[config.mk]
export PLATFORM = sky130hd
export DESIGN_NAME = sdram_ref_sched_flat
export DESIGN_NICKNAME = d
export VERILOG_FILES = /design/src/rtl/sdram_pkg.sv /design/src/rtl/sdram_ref_sched_if.sv /design/src/rtl/sdram_ref_timer.sv /design/src/rtl/sdram_ref_sched.sv /design/src/flat_wrapper.sv
export SDC_FILE = /design/constraint.sdc
export NUM_CORES = 1
export LEC_CHECK = 0
export CORE_ASPECT_RATIO = 1.75
export CORE_MARGIN = 1
export CORE_UTILIZATION = 50
export CTS_CLUSTER_SIZE = 24
export DETAILED_ROUTE_END_ITERATION = 12
export GPL_ROUTABILITY_DRIVEN = 0
export GPL_TIMING_DRIVEN = 0
export PLACE_DENSITY = 0.77
export SLEW_MARGIN = 15
export SYNTH_ARGS = -nofsm -noshare
export SYNTH_HDL_FRONTEND = slang
export SYNTH_HIERARCHICAL = 1
export SYNTH_SLANG_ARGS = --single-unit
export TNS_END_PERCENT = 50
[constraint.sdc]
create_clock -name clk -period 4.56 [get_ports clk]
set_input_delay 0.912 -clock clk [delete_from_list [all_inputs] [get_ports clk]]
set_output_delay 0.912 -clock clk [all_outputs]
set_load 0.03 [all_outputs]
[src/rtl/sdram_pkg.sv]
// Shared SDRAM command encodings, field widths and refresh FSM states.
// The init, read and write command blocks import the same definitions.
package sdram_pkg;

  localparam int unsigned CMD_CTRL_W = 4;
  localparam int unsigned DEBT_W     = 4;
  localparam int unsigned A10_BIT    = 10;

  // {cs_n, ras_n, cas_n, we_n}
  localparam logic [CMD_CTRL_W-1:0] CTRL_NOP = 4'b0111;
  localparam logic [CMD_CTRL_W-1:0] CTRL_PRE = 4'b0010;
  localparam logic [CMD_CTRL_W-1:0] CTRL_REF = 4'b0001;

  typedef enum logic [2:0] {
    ST_IDLE,
    ST_PRE,
    ST_TRP_W,
    ST_REF,
    ST_TRFC_W,
    ST_DONE
  } ref_state_e;

endpackage

[src/rtl/sdram_ref_sched_if.sv]
// Refresh scheduler <-> arbiter bundle; master is the scheduler side.
interface sdram_ref_sched_if #(
  parameter int unsigned ADDR_W = 12,
  parameter int unsigned BA_W   = 2
);
  import sdram_pkg::*;

  logic                             ini_end;
  logic                             ref_en;
  logic                             ref_req;
  logic                             ref_urgent;
  logic [CMD_CTRL_W+BA_W+ADDR_W-1:0] ref_cmd;
  logic                             ref_end;
  logic                             ref_busy;
  logic [DEBT_W-1:0]                ref_debt;
  logic                             ref_overflow;

  modport master (
    input  ini_end, ref_en,
    output ref_req, ref_urgent, ref_cmd, ref_end, ref_busy, ref_debt, ref_overflow
  );

  modport slave (
    output ini_end, ref_en,
    input  ref_req, ref_urgent, ref_cmd, ref_end, ref_busy, ref_debt, ref_overflow
  );
endinterface

[src/rtl/sdram_ref_timer.sv]
// Refresh interval counter; tick is high during the wrap cycle of each interval.
module sdram_ref_timer #(
  parameter int unsigned REF_INTERVAL = 780
) (
  input  logic clk,
  input  logic rst,
  input  logic enable,
  output logic tick
);

  localparam int unsigned CNT_W = $clog2(REF_INTERVAL);

  logic [CNT_W-1:0] count_q, count_d;
  logic             tick_q, tick_d;

  // Tick is registered one count early so it lines up with the wrap cycle.
  always_comb begin
    count_d = '0;
    tick_d  = 1'b0;
    if (enable) begin
      if (count_q != CNT_W'(REF_INTERVAL - 1)) count_d = count_q + CNT_W'(1);
      tick_d = (count_q == CNT_W'(REF_INTERVAL - 2));
    end
  end

  always_ff @(posedge clk or posedge rst) begin
    if (rst) begin
      count_q <= '0;
      tick_q  <= 1'b0;
    end else begin
      count_q <= count_d;
      tick_q  <= tick_d;
    end
  end

  assign tick = tick_q;

endmodule

[src/rtl/sdram_ref_sched.sv]
// SDRAM auto-refresh scheduler: accumulates refresh debt, requests the arbiter,
// and on grant issues optional PRECHARGE-ALL then one or a burst of AUTO REFRESH.
module sdram_ref_sched
  import sdram_pkg::*;
#(
  parameter int unsigned ADDR_W        = 12,
  parameter int unsigned BA_W          = 2,
  parameter int unsigned REF_INTERVAL  = 780,
  parameter int unsigned MAX_DEBT      = 8,
  parameter int unsigned URGENT_THRESH = 6,
  parameter int unsigned TRP_CYC       = 3,
  parameter int unsigned TRFC_CYC      = 10,
  parameter int unsigned PRE_EN        = 1,
  parameter int unsigned BURST_MODE    = 0
) (
  input  logic             clk,
  input  logic             rst,
  sdram_ref_sched_if.master bus
);

  localparam int unsigned CMD_W    = CMD_CTRL_W + BA_W + ADDR_W;
  localparam int unsigned WAIT_MAX = (TRP_CYC > TRFC_CYC) ? TRP_CYC : TRFC_CYC;
  localparam int unsigned WAIT_W   = $clog2(WAIT_MAX + 1);

  localparam logic [ADDR_W-1:0] A10_MASK = ADDR_W'(1 << A10_BIT);
  localparam logic [CMD_W-1:0]  CMD_NOP  = {CTRL_NOP, {BA_W{1'b0}}, {ADDR_W{1'b0}}};
  localparam logic [CMD_W-1:0]  CMD_PRE  = {CTRL_PRE, {BA_W{1'b0}}, A10_MASK};
  localparam logic [CMD_W-1:0]  CMD_REF  = {CTRL_REF, {BA_W{1'b0}}, {ADDR_W{1'b0}}};

  ref_state_e        state_q, state_d;
  logic [DEBT_W-1:0] debt_q, debt_d;
  logic [WAIT_W-1:0] wait_q, wait_d;
  logic [CMD_W-1:0]  cmd_q, cmd_d;
  logic              req_q, req_d;
  logic              urgent_q, urgent_d;
  logic              busy_q, busy_d;
  logic              end_q, end_d;
  logic              ovf_q, ovf_d;
  logic              tick;
  logic              accept;
  logic              issue;

  sdram_ref_timer #(.REF_INTERVAL(REF_INTERVAL)) u_timer (
    .clk    (clk),
    .rst    (rst),
    .enable (bus.ini_end),
    .tick   (tick)
  );

  assign accept = (state_q == ST_IDLE) && bus.ref_en && req_q;
  assign issue  = (state_q == ST_REF);

  always_comb begin
    state_d = state_q;
    wait_d  = wait_q;
    debt_d  = debt_q;
    ovf_d   = ovf_q;

    // A credit and a REF in the same cycle cancel out.
    if (tick && !issue) begin
      if (debt_q == DEBT_W'(MAX_DEBT)) ovf_d = 1'b1;
      else                             debt_d = debt_q + DEBT_W'(1);
    end else if (!tick && issue) begin
      debt_d = debt_q - DEBT_W'(1);
    end

    case (state_q)
      ST_IDLE:   if (accept) state_d = (PRE_EN != 0) ? ST_PRE : ST_REF;
      ST_PRE: begin
        wait_d  = '0;
        state_d = (TRP_CYC > 1) ? ST_TRP_W : ST_REF;
      end
      ST_TRP_W: begin
        if (wait_q == WAIT_W'(TRP_CYC - 2)) state_d = ST_REF;
        else                                wait_d  = wait_q + WAIT_W'(1);
      end
      ST_REF: begin
        wait_d  = '0;
        state_d = ST_TRFC_W;
      end
      // Burst continuation sees credits that landed during the wait.
      ST_TRFC_W: begin
        if (wait_q == WAIT_W'(TRFC_CYC - 2))
          state_d = ((BURST_MODE != 0) && (debt_d != '0)) ? ST_REF : ST_DONE;
        else
          wait_d = wait_q + WAIT_W'(1);
      end
      ST_DONE:   state_d = ST_IDLE;
      default:   state_d = ST_IDLE;
    endcase

    req_d    = (state_q == ST_IDLE) && (debt_q != '0) && !accept;
    urgent_d = (debt_d >= DEBT_W'(URGENT_THRESH));
    busy_d   = (state_d != ST_IDLE);
    end_d    = (state_d == ST_DONE);
    cmd_d    = CMD_NOP;
    if (state_d == ST_PRE)      cmd_d = CMD_PRE;
    else if (state_d == ST_REF) cmd_d = CMD_REF;
  end

  always_ff @(posedge clk or posedge rst) begin
    if (rst) begin
      state_q  <= ST_IDLE;
      debt_q   <= '0;
      wait_q   <= '0;
      cmd_q    <= CMD_NOP;
      req_q    <= 1'b0;
      urgent_q <= 1'b0;
      busy_q   <= 1'b0;
      end_q    <= 1'b0;
      ovf_q    <= 1'b0;
    end else begin
      state_q  <= state_d;
      debt_q   <= debt_d;
      wait_q   <= wait_d;
      cmd_q    <= cmd_d;
      req_q    <= req_d;
      urgent_q <= urgent_d;
      busy_q   <= busy_d;
      end_q    <= end_d;
      ovf_q    <= ovf_d;
    end
  end

  assign bus.ref_req      = req_q;
  assign bus.ref_urgent   = urgent_q;
  assign bus.ref_cmd      = cmd_q;
  assign bus.ref_end      = end_q;
  assign bus.ref_busy     = busy_q;
  assign bus.ref_debt     = debt_q;
  assign bus.ref_overflow = ovf_q;

endmodule

[src/flat_wrapper.sv]
// flat-port wrapper written by rule: the top's interface ports become plain ports
module sdram_ref_sched_flat import sdram_pkg::*;
#(
  parameter int unsigned ADDR_W        = 12,
  parameter int unsigned BA_W          = 2,
  parameter int unsigned REF_INTERVAL  = 780,
  parameter int unsigned MAX_DEBT      = 8,
  parameter int unsigned URGENT_THRESH = 6,
  parameter int unsigned TRP_CYC       = 3,
  parameter int unsigned TRFC_CYC      = 10,
  parameter int unsigned PRE_EN        = 1,
  parameter int unsigned BURST_MODE    = 0
)
  (clk, rst, bus_ini_end, bus_ref_en, bus_ref_req, bus_ref_urgent, bus_ref_cmd, bus_ref_end, bus_ref_busy, bus_ref_debt, bus_ref_overflow);
  sdram_ref_sched_if #(.ADDR_W(ADDR_W), .BA_W(BA_W)) bus_i ();
  input  logic clk;
  input  logic rst;
  input wire logic [$bits(bus_i.ini_end)-1:0] bus_ini_end;
  input wire logic [$bits(bus_i.ref_en)-1:0] bus_ref_en;
  output wire logic [$bits(bus_i.ref_req)-1:0] bus_ref_req;
  output wire logic [$bits(bus_i.ref_urgent)-1:0] bus_ref_urgent;
  output wire logic [$bits(bus_i.ref_cmd)-1:0] bus_ref_cmd;
  output wire logic [$bits(bus_i.ref_end)-1:0] bus_ref_end;
  output wire logic [$bits(bus_i.ref_busy)-1:0] bus_ref_busy;
  output wire logic [$bits(bus_i.ref_debt)-1:0] bus_ref_debt;
  output wire logic [$bits(bus_i.ref_overflow)-1:0] bus_ref_overflow;
  assign bus_i.ini_end = bus_ini_end;
  assign bus_i.ref_en = bus_ref_en;
  assign bus_ref_req = bus_i.ref_req;
  assign bus_ref_urgent = bus_i.ref_urgent;
  assign bus_ref_cmd = bus_i.ref_cmd;
  assign bus_ref_end = bus_i.ref_end;
  assign bus_ref_busy = bus_i.ref_busy;
  assign bus_ref_debt = bus_i.ref_debt;
  assign bus_ref_overflow = bus_i.ref_overflow;
  sdram_ref_sched #(.ADDR_W(ADDR_W), .BA_W(BA_W), .REF_INTERVAL(REF_INTERVAL), .MAX_DEBT(MAX_DEBT), .URGENT_THRESH(URGENT_THRESH), .TRP_CYC(TRP_CYC), .TRFC_CYC(TRFC_CYC), .PRE_EN(PRE_EN), .BURST_MODE(BURST_MODE)) u_core (.clk(clk), .rst(rst), .bus(bus_i));
endmodule
==> impl_metrics.py, run 1 <==
metrics = {
    "sta": {
        "finalCritPeriodShare": 0.520,
        "tns_ps": 0,
        "fin_crit_ps": 2370,
        "slew_violations": 0,
        "rsz0062_at_grt": "false",
        "setup_viol": 0,
        "finClkSkew_ps": 5.13,
        "fmax_mhz": 421,
        "tightest_slew_ps": 768,
        "finalHoldViolCount": 0,
        "slew_headroom": 0.487,
    },
    "layout": {
        "nFillCells": 286,
        "mostFrequentLayoutCell": "dfrtp_1",
        "area_delta_synth_final_pct": 21.6,
        "postLayoutCellArea_sq_mm": 0.00204,
        "layout_common_cells": "dfrtp_1 (28), clkdlybuf4s50_1 (16), buf_4 (14), conb_1 (14)",
        "fin_nets": 212,
        "drive_gt1_frac": 0.163,
        "diodes": 0,
        "utilization": 0.643,
    },
    "critical_path": {
        "critical_path_buf_inv_count": 1,
        "critPathKind": "reg2out",
        "path_max_fanout": 1,
        "required_ps": 3650,
        "crit_path_start": "u_core/bus.ref_cmd[14]",
        "r2r_slack_ps": 2700,
        "cp.arrival_ps": 1460,
        "critPathLaunchType": "flip-flop",
        "r2r-start": "u_core/wait_q[1]",
        "cp-end-kind": "primary output",
        "r2r_cells": 6,
        "max_stage_delay_ps": 670,
        "r2r_end": "u_core/wait_q[0]",
        "critPathSlowestCell": "clkdlybuf4s50_1",
        "crit_family": "buffers and inverters",
        "path_cells": "clkdlybuf4s50_1",
    },
    "clocking": {
        "clk_latency_ps": 280,
        "cts_max_path_buffers": 2,
        "post-cts-setup-buffers": 0,
        "cts-buffers-inserted": 5,
        "clk_pin_slew_ps": 60,
        "cts_root_buf": "clkbuf_8",
        "cts_tree": "done",
        "cts-htree-levels": 2,
        "cts-resized-gates": 0,
        "cts_sinks": 31,
        "holdBufCountCts": 0,
    },
    "routing": {
        "via_per_inst": 5.04,
        "vias": 1234,
        "drt_iter0_markers": 49,
        "drc": 0,
        "first_pass_iters": 4,
        "antenna_left": 0,
        "drt_wl_total_um": 2980,
        "wl_per_cell_um": 12.2,
    },
    "synth": {
        "ys_types": 41,
        "seq_area_frac_synth": 0.465,
        "synthCells": 165,
        "ys_ff_latch": 31,
        "async_flop_share": 1.00,
        "syn_area_per_cell_sq_um": 10.2,
        "synth-edff-count": 0,
        "syn_area_sq_mm": 0.00168,
        "yosys_warnings": 6,
        "ys.flop_type": "dfrtp_1",
    },
    "min_path": {
        "hold_class": "reg2reg",
        "hold_depth": 1,
        "min_from": "u_core/bus.ref_overflow",
        "holdPathEnd": "u_core/bus.ref_overflow",
    },
    "outcome": {
        "status": "finished, final reports clean",
    },
    "power": {
        "power.density_mw_per_mm2": 550,
        "power_leakage_nw": 0.930,
        "ir_drop_mv": 0.268,
    },
    "global_routing": {
        "grt_usage": 0.195,
        "antenna_found_initial": 0,
        "grt_first_pass_wirelength_um": 5150,
        "grt_pass1_vias": 1223,
        "grt_max_degree": 21,
        "grt-ovfl-total": 0,
    },
    "placed_design": {
        "dp_hpwl_um": 2240,
        "io_buffers": 16,
        "placedInstanceArea_sq_mm": 0.00194,
    },
    "die": {
        "initial_utilization": 0.528,
        "coreArea_sq_mm": 0.00318,
        "ios": 31,
        "die_w_um": 45.8,
        "core.rowCount": 27,
        "die_area_sq_mm": 0.00360,
        "fp.dieH_um": 78.6,
    },
    "flow_run": {
        "max_cap_violations": 0,
    },
}
-- sequential cells by signal, summed over array words and instances (netlist names) --
register                 flops
u_core/bus.ref_end           1
u_core/u_timer/tick          1
u_core/bus.ref_busy          1
u_core/u_timer/count_q      10
u_core/bus.ref_req           1
u_core/state_q               3
u_core/wait_q                4
u_core/bus.ref_urgent        1
u_core/bus.ref_cmd           4
u_core/bus.ref_debt          4
u_core/bus.ref_overflow      1
-- logic make-up (layout without fill, tap and decap cells) --
logic type / count (synthesis) / in the layout / share of synthesized area
xor+xnor: 6 / 6 / 0.0313
mux: 4 / 4 / 0.0239
fa+ha+maj: 7 / 7 / 0.0522
buf+inv: 30 / 54 / 0.104
flops: 31 / 31 / 0.465
simple gates: 66 / 66 / 0.239
compound gates: 20 / 20 / 0.0828
other cells: 1 / 14 / 0.00223
-- synthesized netlist by cell type (4+ instances only) --
library cell / instances / share of area
xnor2_1: 4 / 0.021
nand2b_1: 6 / 0.022
inv_1: 13 / 0.029
nand3_1: 7 / 0.021
nand2_1: 13 / 0.029
a21oi_1: 5 / 0.015
o21ai_0: 6 / 0.018
buf_4: 14 / 0.063
ha_1: 7 / 0.052
dfrtp_1: 28 / 0.42
mux2i_1: 4 / 0.024
nor2_1: 9 / 0.020
or3_1: 4 / 0.015
-- cell type report --
class / count / area (sq um) / area share
Buffer: 17 / 125 / 0.0613
Clock buffer: 8 / 100 / 0.0490
Multi-Input combinational cell: 117 / 773 / 0.379
Timing Repair Buffer: 16 / 160 / 0.0785
Sequential cell: 31 / 779 / 0.382
Tap cell: 43 / 53.8 / 0.0264
Inverter: 13 / 48.8 / 0.0239
-- how the worst max path moves through the flow --
stage / to / slack, ps / cells after the start
3_3_place_gp: u_core/bus.ref_busy / 2400 / 5
3_5_place_dp: u_core/bus.ref_busy / 2410 / 5
5_1_grt: bus_ref_cmd[15] / 2160 / 1
2_1_floorplan: u_core/bus.ref_busy / 2860 / 4
4_1_cts: bus_ref_cmd[14] / 2170 / 1
6_report: bus_ref_cmd[14] / 2190 / 1
-- report_power, final --
group / switching (W) / internal, W
Combinational: 0.000271 / 0.000212
Clock: 0.0000956 / 0.000138
Sequential: 0.0000575 / 0.000350
Total: 0.000424 / 0.000699
-- per-stage QoR --
| stage | setup WS, ps | hold WS, ps | total power (W) | instances |
|---|---|---|---|---|
| global placement | 2400 | 465 | 0.000877 | 237 |
| global route | 2160 | 529 | 0.00120 | 245 |
| detailed placement | 2410 | 482 | 0.000896 | 237 |
| floorplan | 2860 | 472 | 0.000756 | 178 |
| finish | 2190 | 496 | 0.00112 | 245 |
| CTS | 2170 | 500 | 0.00114 | 245 |
-- per-layer routing --
| layer | track usage | vias to the layer above | share of wire | wire, um |
|---|---|---|---|---|
| met5 | 0 | - | 0 | 0 |
| met2 | 0.351 | 32 | 0.56 | 1680 |
| met1 | 0.199 | 590 | 0.38 | 1130 |
| met3 | 0.0414 | 6 | 0.037 | 110 |
| li1 | - | 606 | - | - |
| met4 | 0.0912 | 0 | 0.020 | 61 |
Note: power is estimated with default switching activity, not from simulation.
==> inputs of run 2 (changes only) <==
==> constraint.sdc (replaced) <==
create_clock -name clk -period 2.38 [get_ports clk]
set_input_delay 0.476 -clock clk [delete_from_list [all_inputs] [get_ports clk]]
set_output_delay 0.476 -clock clk [all_outputs]
set_load 0.03 [all_outputs]
==> results of run 2 <==
Same layout as run 1 (identical final DEF). Status: finished, final reports clean.
Among the figures that moved: setup slack after placement 2410 ps -> 538 ps; setup slack after layout 2190 ps -> 443 ps; register-to-register setup slack 2700 ps -> 520 ps; total power 0.00112 W -> 0.00215 W; worst IR drop on VDD 0.268 mV -> 0.514 mV
